===== src/rtl/memory_parser.sv =====
`default_nettype none
// ============================================================================
// Module   : memory_parser
// Purpose  : Boot-image generator for the unified RISC-V memory. It streams a
//            fixed program word by word after reset and offers a combinational
//            read port plus a whole-image task.
// Revision : 1.0 - initial release
// ============================================================================
module memory_parser #(
  parameter int size   = 256,
  parameter int ADDR_W = $clog2(size)
) (
  input  logic              Clk,
  input  logic              Reset,
  output logic [ADDR_W-1:0] init_addr,
  output logic [31:0]       init_data,
  output logic              init_we,
  output logic              init_done,
  input  logic [ADDR_W-1:0] rd_addr,
  output logic [31:0]       rd_data
);

  localparam logic [1:0] c_IDLE  = 2'd0;
  localparam logic [1:0] c_SWEEP = 2'd1;
  localparam logic [1:0] c_DONE  = 2'd2;

  localparam logic [ADDR_W-1:0] c_LAST = ADDR_W'(size - 1);

  logic [1:0]        r_state;
  logic [ADDR_W-1:0] r_addr;
  logic              r_we;
  logic              r_done;

  // Single image table: the sweep, the read port and memory_contents all use it.
  function automatic logic [31:0] image_word(input int idx);
    logic [31:0] w;
    w = 32'h0;
    if (idx >= 0 && idx < size) begin
      case (idx)
        0:       w = 32'h0050_0093;
        1:       w = 32'h00A0_0113;
        2:       w = 32'h0020_81B3;
        3:       w = 32'h0030_2023;
        4:       w = 32'h0000_006F;
        default: w = 32'h0;
      endcase
    end
    return w;
  endfunction

  task automatic memory_contents(output logic [31:0] m [0:size-1]);
    for (int i = 0; i < size; i++) begin
      m[i] = image_word(i);
    end
  endtask

  always_ff @(posedge Clk) begin
    if (Reset) begin
      r_state <= c_IDLE;
      r_addr  <= '0;
      r_we    <= 1'b0;
      r_done  <= 1'b0;
    end else begin
      case (r_state)
        c_IDLE: begin
          r_state <= c_SWEEP;
          r_addr  <= '0;
          r_we    <= 1'b1;
        end
        c_SWEEP: begin
          if (r_addr == c_LAST) begin
            r_state <= c_DONE;
            r_we    <= 1'b0;
            r_done  <= 1'b1;
          end else begin
            r_addr <= r_addr + 1'b1;
          end
        end
        c_DONE: begin
          r_state <= c_DONE;
        end
        default: begin
          r_state <= c_IDLE;
          r_addr  <= '0;
          r_we    <= 1'b0;
          r_done  <= 1'b0;
        end
      endcase
    end
  end

  assign init_addr = r_addr;
  assign init_we   = r_we;
  assign init_done = r_done;
  assign init_data = image_word(int'(r_addr));
  assign rd_data   = image_word(int'(rd_addr));

endmodule
`default_nettype wire


===== config.mk =====
export PLATFORM = sky130hd
export DESIGN_NAME = memory_parser
export DESIGN_NICKNAME = d
export VERILOG_FILES = /design/src/rtl/memory_parser.sv
export SDC_FILE = /design/constraint.sdc
export NUM_CORES = 1
export LEC_CHECK = 0
export BUFFER_PORTS_ARGS = -buffer_cell sky130_fd_sc_hd__buf_2
export CAP_MARGIN = 10
export CORE_MARGIN = 1.5
export CORE_UTILIZATION = 45
export CTS_CLUSTER_SIZE = 24
export DETAILED_ROUTE_END_ITERATION = 16
export PLACE_DENSITY_LB_ADDON = 0.08
export SLEW_MARGIN = 20
export SYNTH_ARGS = -nofsm -noshare
export SYNTH_HDL_FRONTEND = slang
export SYNTH_SLANG_ARGS = --single-unit
export TNS_END_PERCENT = 30

===== constraint.sdc =====
create_clock -name Clk -period 3.3 [get_ports Clk]
set_input_delay 0.33 -clock Clk [delete_from_list [all_inputs] [get_ports Clk]]
set_output_delay 0.33 -clock Clk [all_outputs]
set_load 0.01 [all_outputs]

Yosys cells after proc, flatten, opt, wreduce, memory -nomap -nowiden
Index checks and enable logic that the tools add are counted.
Widths: inputs -> output; s select.
{"block": "op_classes", "n_addsub": 1, "div_mod_pow": 0, "n_reduce_logical": 7, "n_eq_ne": 13, "shift": 0, "muxes": 10, "mul": 0, "bitwise_logic": 2, "magnitude_cmp": 0}
{"cell": "$pmux 24 s5", "n": 2}
{"cell": "$eq 8x2->1 const B", "n": 4}
{"cell": "$eq 8x1->1 const B", "n": 2}
{"cell": "$eq 8x3->1 const B", "n": 2}
{"cell": "$logic_not 8->1", "n": 2}
{"cell": "$pmux 8 s2", "n": 1}
{"cell": "$add 8x1->8 const B", "n": 1}
{"cell": "$eq 8x8->1 const B", "n": 1}
{"cell": "$mux 8", "n": 1}
{"cell": "$pmux 2 s3", "n": 1}
{"cell": "$reduce_and 2->1", "n": 3}
{"cell": "$ne 2x2->1 const B", "n": 2}
{"cell": "$pmux 1 s3", "n": 1}
{"cell": "$eq 2x1->1 const B", "n": 1}
{"cell": "$eq 2x2->1 const B", "n": 1}
{"cell": "$logic_not 2->1", "n": 1}
{"cell": "$mux 1", "n": 2}
{"cell": "$mux 2", "n": 1}
{"cell": "$not 1->1", "n": 2}
{"cell": "$pmux 1 s2", "n": 1}
{"cell": "$reduce_or 2->1", "n": 1}
{"block": "totals", "register_bits": 12, "rom_bits": 0, "latch_bits": 0, "output_inout_bits": 74, "mem_bits_rw": 0, "n_memories": 0}

Logic depth before layout (Yosys ltp)
Gate-level depths: netlist of run 1.
{"block": "depth", "depth_word": 4, "mapped_depth": 7}

Worst setup path before layout of run 1
OpenSTA, ideal clock, no wires.
{"block": "synth_timing", "path_kind": "reg-to-output", "startpoint": "register r_addr[6] (netlist: init_addr[6])", "endpoint": "output port init_data[1]", "t_arrival_ns": 1.661, "setup_slack_ns": 1.309, "stages_incl_launch_ff": 6, "path_buffers": 1, "cell_sequence": "dfxtp_1 > or4_1 > nor3_4 > o31a_1 > a21o_1 > buf_4"}
{"block": "synth_between", "elab_chain_cells": 2}
{"element": "start, declared", "line": "30", "source": "logic [ADDR_W-1:0] r_addr;"}
{"element": "start signal, assigned", "line": "76", "source": "r_addr <= r_addr + 1'b1;"}
{"element": "$eq 8x3->1 (tied with other cells)", "line": "39", "source": "case (idx)"}
{"element": "$pmux 24 s5 *", "line": "39"}
{"element": "end, declared", "line": "16", "source": "output logic [31:0] init_data,"}
Every way passes the cells marked *; elsewhere a longest branch is shown, timed or not.

Final worst setup path of run 1
{"block": "layout_timing", "startpoint": "register r_addr[6] (netlist: init_addr[6])", "endpoint": "output port init_data[0]"}
The elaborated chain is that of the path after synthesis.

==> results of run 1 <==
cells in the final DEF (no fill, tap or decap), types with 4 or more instances in the layout:
cell / count
a21oi_1: 4
buf_2: 49
conb_1: 34
dfxtp_1: 12
ha_1: 7
inv_1: 11
nand2_1: 10
nand3_1: 6
nor2_1: 13
nor3_1: 7
sequential cells by signal, summed over array words and instances (netlist names):
signal     cells
r_state        2
init_done      1
init_we        1
init_addr      8
metal layers:
| metal | up-vias | part of all wire | global-route usage | routed length [µm] |
|---|---|---|---|---|
| met3 | 2 | 0.073 | 0.0211 | 179 |
| met4 | 0 | 0.0049 | 0.0523 | 12 |
| li1 | 559 | - | - | - |
| met5 | - | 0 | 0 | 0 |
| met1 | 476 | 0.45 | 0.214 | 1090 |
| met2 | 49 | 0.48 | 0.245 | 1160 |
stage by stage:
step                      instance area, µm²  cells  utilization  setup slack (ns)  hold WS (ns)
final                                   1330    232        0.529              1.08         0.379
after global placement                  1300    228        0.514              1.31         0.468
after global routing                    1330    232        0.529             0.922         0.390
after detailed placement                1300    228        0.514              1.28         0.468
after floorplan                         1350    196            -              1.31         0.487
after CTS                               1330    232        0.529              1.05         0.372
path summary, 6_finish.rpt:
path / start / endpoint / cells after the start
min: Reset / init_addr[3]$_SDFFE_PP0P_ / 2
min reg2reg: init_we$_SDFFE_PP0P_ / init_we$_SDFFE_PP0P_ / 2
max: init_addr[6]$_SDFFE_PP0P_ / init_data[0] / 5
max reg2reg: init_addr[0]$_SDFFE_PP0P_ / init_addr[2]$_SDFFE_PP0P_ / 5
report_power, final:
part           total, µW  switching, µW  leakage, µW  internal, µW
clock network        119           51.6    0.0000210          67.0
logic                299            179     0.000616           120
registers            184           19.8    0.0000975           164
total                601            250     0.000734           351
cell usage after synthesis, types with 3 or more instances:
cell type	count
nand2b_1	3
nor2_1	13
ha_1	7
nor3_1	7
inv_1	11
a211oi_1	3
buf_4	40
a31oi_1	3
a21oi_1	4
dfxtp_1	12
clkbuf_1	4
nand3_1	6
o21ai_0	3
nand2_1	10
cell type report:
cell class | instances | area share
Inverter | 11 | 0.0310
Clock buffer | 4 | 0.0272
Timing Repair Buffer | 49 | 0.184
Sequential cell | 12 | 0.180
Tap cell | 30 | 0.0281
Multi-Input combinational cell | 126 | 0.550
logic make-up after synthesis:
kind of cell / after synthesis / share of synthesized area
buffers and inverters: 58 / 0.308
AND/OR/NAND/NOR: 57 / 0.259
multiplexers: 2 / 0.0163
adder cells (fa/ha/maj): 7 / 0.0714
XOR/XNOR: 1 / 0.00714
AO/OA/AOI/OAI: 25 / 0.140
other: 1 / 0.00306
flip-flops: 12 / 0.196
critical path: cells and delay by family, from the launching register on:
kind,cells,cell delay [ns]
flip-flops,1,0.36
AND/OR/NAND/NOR,2,0.82
buffers and inverters,1,0.13
AO/OA/AOI/OAI,2,0.31
==> impl_metrics.env, run 1 <==
export IMPL_status="finished, final reports clean"
export IMPL_fillers=258
export IMPL_synth_top_area_share=0.245
export IMPL_skew_ns=0.00545
export IMPL_grt_usage=0.154
export IMPL_maxCapViolations=0
export IMPL_postRouteAntennaNets=0
export IMPL_crit_path_max_fanout=6
export IMPL_yosys_area_top_type="buf_4"
export IMPL_synth_cell_types=42
export IMPL_syn_area_per_cell_um2=7.53
export IMPL_cts_sinks=12
export IMPL_netlist_instances=163
export IMPL_hold_viol_final=0
export IMPL_core_area_um2=2520
export IMPL_yosysSeqAreaShare=0.196
export IMPL_r2r_slack_ns=1.43
export IMPL_drt_pass1_iterations=4
export IMPL_finalCriticalPeriod_ns=2.22
export IMPL_regArea_um2=240
export IMPL_rsz0062_at_grt="false"
export IMPL_cts_resized_gates=0
export IMPL_htree_levels=1
export IMPL_n_antenna_cell=0
export IMPL_ys_async_sr_fraction=0
export IMPL_rows=18
export IMPL_post_route_drc_count=0
export IMPL_setup_viol=0
export IMPL_antenna_found_initial=0
export IMPL_p_per_area_nw_per_um2=450
export IMPL_synth_area_um2=1230
export IMPL_place_hpwl_um=1950
export IMPL_die_h_um=55.2
export IMPL_start_kind="register"
export IMPL_via_count=1086
export IMPL_cts_tree="built"
export IMPL_p_leak_uw=0.000734
export IMPL_end_kind="output pin"
export IMPL_slowest_delay_ns=0.60
export IMPL_nets=220
export IMPL_synthTopCellsByArea="buf_4, dfxtp_1, ha_1"
export IMPL_cp_arrival_ns=1.89
export IMPL_grt_ovfl_total=0
export IMPL_clockRootBuffer="clkbuf_4"
export IMPL_cts_setup_buffers=0
export IMPL_viasPerCell=4.68
export IMPL_areaGrowthSynthToFinish_pct=8.66
export IMPL_io_pins=84
export IMPL_synth_seq_cells=12
export IMPL_grt_pass1_vias=888
export IMPL_fmax_mhz=450
export IMPL_slew_violations=0
export IMPL_hold_class="in2reg"
export IMPL_crit_required_ns=2.97
export IMPL_wl_per_cell_um=10.5
export IMPL_power_uw=601
export IMPL_hold_buffers=0
export IMPL_slowest_stage="or4_1"
export IMPL_dieArea_um2=3050
export IMPL_clk_pin_slew_ns=0.08
export IMPL_criticalPathCategory="reg2out"
export IMPL_multi_input_area_um2=733
export IMPL_tns_ns=0
export IMPL_grt_max_degree=14
export IMPL_dieWidth_um=55.2
export IMPL_clk_path_buf_depth=2
export IMPL_drt_wl_total_um=2440
export IMPL_ys_warnings_count=0
export IMPL_synth_edf_count=0
export IMPL_fin_crit_sh=0.674
export IMPL_cts_buffers=3
export IMPL_first_iter_violations=42
export IMPL_gp_congestion=0.787
export IMPL_drive_gt1_frac=0.287
export IMPL_synth_ff_type="dfxtp_1"
export IMPL_grt_pass1_wl_um=4000
export IMPL_cp_cell_sequence="or4_1 -> nor3_4 -> o31a_1 -> a21o_1 -> buf_2"
export IMPL_start_util=0.487
export IMPL_vdd_ir_drop_max_uv=375
export IMPL_clock_latency_ns=0.27
export IMPL_port_buffer_count=49
(Power assumes the default switching activity.)
==> inputs of run 2 (changes only) <==
--- a/config.mk
+++ b/config.mk
@@ -8,7 +8,7 @@
 export BUFFER_PORTS_ARGS = -buffer_cell sky130_fd_sc_hd__buf_2
 export CAP_MARGIN = 10
 export CORE_MARGIN = 1.5
-export CORE_UTILIZATION = 45
+export CORE_UTILIZATION = 38
 export CTS_CLUSTER_SIZE = 24
 export DETAILED_ROUTE_END_ITERATION = 16
 export PLACE_DENSITY_LB_ADDON = 0.08
==> constraint.sdc (replaced) <==
create_clock -name Clk -period 2 [get_ports Clk]
set_input_delay 0.2 -clock Clk [delete_from_list [all_inputs] [get_ports Clk]]
set_output_delay 0.2 -clock Clk [all_outputs]
set_load 0.01 [all_outputs]
==> run 2 against run 1 <==
  * Worst setup slack got worse by 1.1 ns
  * Critical path type unchanged
  * Highest routed layer unchanged
  * Critical path depth unchanged
  * Non-clock buffer count increased by 8
  * Global-route usage decreased by 2.1 points
  * Via count increased by 3.8%
  * Power increased by 69%
  * Flip-flop and latch count unchanged
  * Routed wire length increased by 4.4%
  * Core utilization decreased by 6.4 points
==> impl_metrics.env, run 2 (same netlist as run 1, synthesis figures left out) <==
export IMPL_crit_path_max_fanout=6
export IMPL_maxCapViolations=0
export IMPL_gp_congestion=0.812
export IMPL_setup_viol=0
export IMPL_via_count=1127
export IMPL_hold_class="in2reg"
export IMPL_first_iter_violations=34
export IMPL_rows=20
export IMPL_clockRootBuffer="clkbuf_4"
export IMPL_place_hpwl_um=2080
export IMPL_end_kind="output pin"
export IMPL_largest_reg_flops=8
export IMPL_grt_usage=0.133
export IMPL_criticalPathCategory="reg2out"
export IMPL_hold_buffers=0
export IMPL_io_pins=84
export IMPL_p_leak_uw=0.000776
export IMPL_hold_viol_final=0
export IMPL_power_uw=1010
export IMPL_grt_max_degree=14
export IMPL_fmax_mhz=503
export IMPL_antenna_found_initial=0
export IMPL_rsz0062_at_grt="true"
export IMPL_finalCriticalPeriod_ns=1.99
export IMPL_drt_pass1_iterations=3
export IMPL_grt_pass1_vias=868
export IMPL_fin_crit_sh=0.993
export IMPL_post_route_drc_count=0
export IMPL_drive_gt1_frac=0.329
export IMPL_cts_sinks=12
export IMPL_skew_ns=0.00337
export IMPL_n_antenna_cell=0
export IMPL_wl_per_cell_um=10.0
export IMPL_core_area_um2=3050
export IMPL_htree_levels=1
export IMPL_dieWidth_um=59.8
export IMPL_cts_tree="built"
export IMPL_areaGrowthSynthToFinish_pct=15.5
export IMPL_fillers=334
export IMPL_p_per_area_nw_per_um2=715
export IMPL_clock_latency_ns=0.27
export IMPL_crit_required_ns=1.80
export IMPL_start_util=0.402
export IMPL_status="finished, final reports clean"
export IMPL_viasPerCell=4.44
export IMPL_cts_buffers=3
export IMPL_drt_wl_total_um=2550
export IMPL_grt_ovfl_total=0
export IMPL_final_cell_mix="buf_2, conb_1, nor2_1"
export IMPL_cp_arrival_ns=1.79
export IMPL_grt_pass1_wl_um=3660
export IMPL_port_buffer_count=49
export IMPL_clk_path_buf_depth=2
export IMPL_postRouteAntennaNets=0
export IMPL_slew_violations=0
export IMPL_nets=228
export IMPL_final_common_cell="buf_2"
export IMPL_dieArea_um2=3580
export IMPL_vdd_ir_drop_max_uv=469
export IMPL_die_h_um=59.8
export IMPL_tns_ns=0
export IMPL_start_kind="register"
export IMPL_clk_pin_slew_ns=0.08
## run 2: cell count changes in the layout (fill, tap and decap cells not counted), sizes merged
cell	change
buf	+8
## run 2: area by class of cell
class | count | area, µm² | area share
clock buffers | 4 | 36.3 | 0.0256
repair buffers | 57 | 305 | 0.215
flip-flops and latches | 12 | 243 | 0.171
well taps | 44 | 55.1 | 0.0388
inverters | 11 | 41.3 | 0.0291
multi-input cells | 126 | 737 | 0.520
## run 2: timing repair
action | 4_1_cts | 5_1_grt
cloned | 0 | 0
buffers inserted | 1 | 0
resized for setup | 3 | 0
pin swaps | 1 | 1
endpoints found under the setup margin | 6 | 10
## run 2: metal layers
| layer | share of wire | routed length (µm) | vias to the layer above | GRT usage |
|---|---|---|---|---|
| li1 | - | - | 573 | - |
| met1 | 0.46 | 1160 | 494 | 0.164 |
| met2 | 0.45 | 1150 | 55 | 0.225 |
| met3 | 0.077 | 197 | 5 | 0.0152 |
| met4 | 0.016 | 40 | 0 | 0.0667 |
| met5 | 0 | 0 | - | 0 |
## run 2: where the power goes
part	internal (µW)	leakage [µW]	switching [µW]	total [µW]
Clock	111	0.0000210	81.4	192
Sequential	270	0.0000986	20.5	291
Combinational	220	0.000657	310	530
## run 2: worst max-delay path: stages (launching register included)
cell     delay (ns)
dfxtp_2        0.32
or4_4          0.55
nor3_4         0.21
o31a_1         0.20
a21o_1         0.10
buf_2          0.13
## run 2: path summary, 6_finish.rpt
check | from | end | slack [ns] | depth (start not counted)
max reg2reg | init_addr[0]$_SDFFE_PP0P_ | init_addr[2]$_SDFFE_PP0P_ | 0.35 | 5
min | Reset | init_addr[3]$_SDFFE_PP0P_ | 0.23 | 2
min reg2reg | init_we$_SDFFE_PP0P_ | init_we$_SDFFE_PP0P_ | 0.49 | 2
max | init_addr[6]$_SDFFE_PP0P_ | init_data[1] | 0.01 | 5
## run 2: metrics by stage
step / instance area [µm²] / hold WS, ns / worst slack [ns] / std cells / utilization
floorplan: 1350 / 0.380 / 0.139 / 196 / -
global placement: 1370 / 0.474 / 0.267 / 249 / 0.448
detailed placement: 1370 / 0.480 / 0.218 / 249 / 0.448
CTS: 1420 / 0.227 / -0.0556 / 254 / 0.464
global route: 1420 / 0.248 / -0.0835 / 254 / 0.464
finish: 1420 / 0.235 / 0.0134 / 254 / 0.464
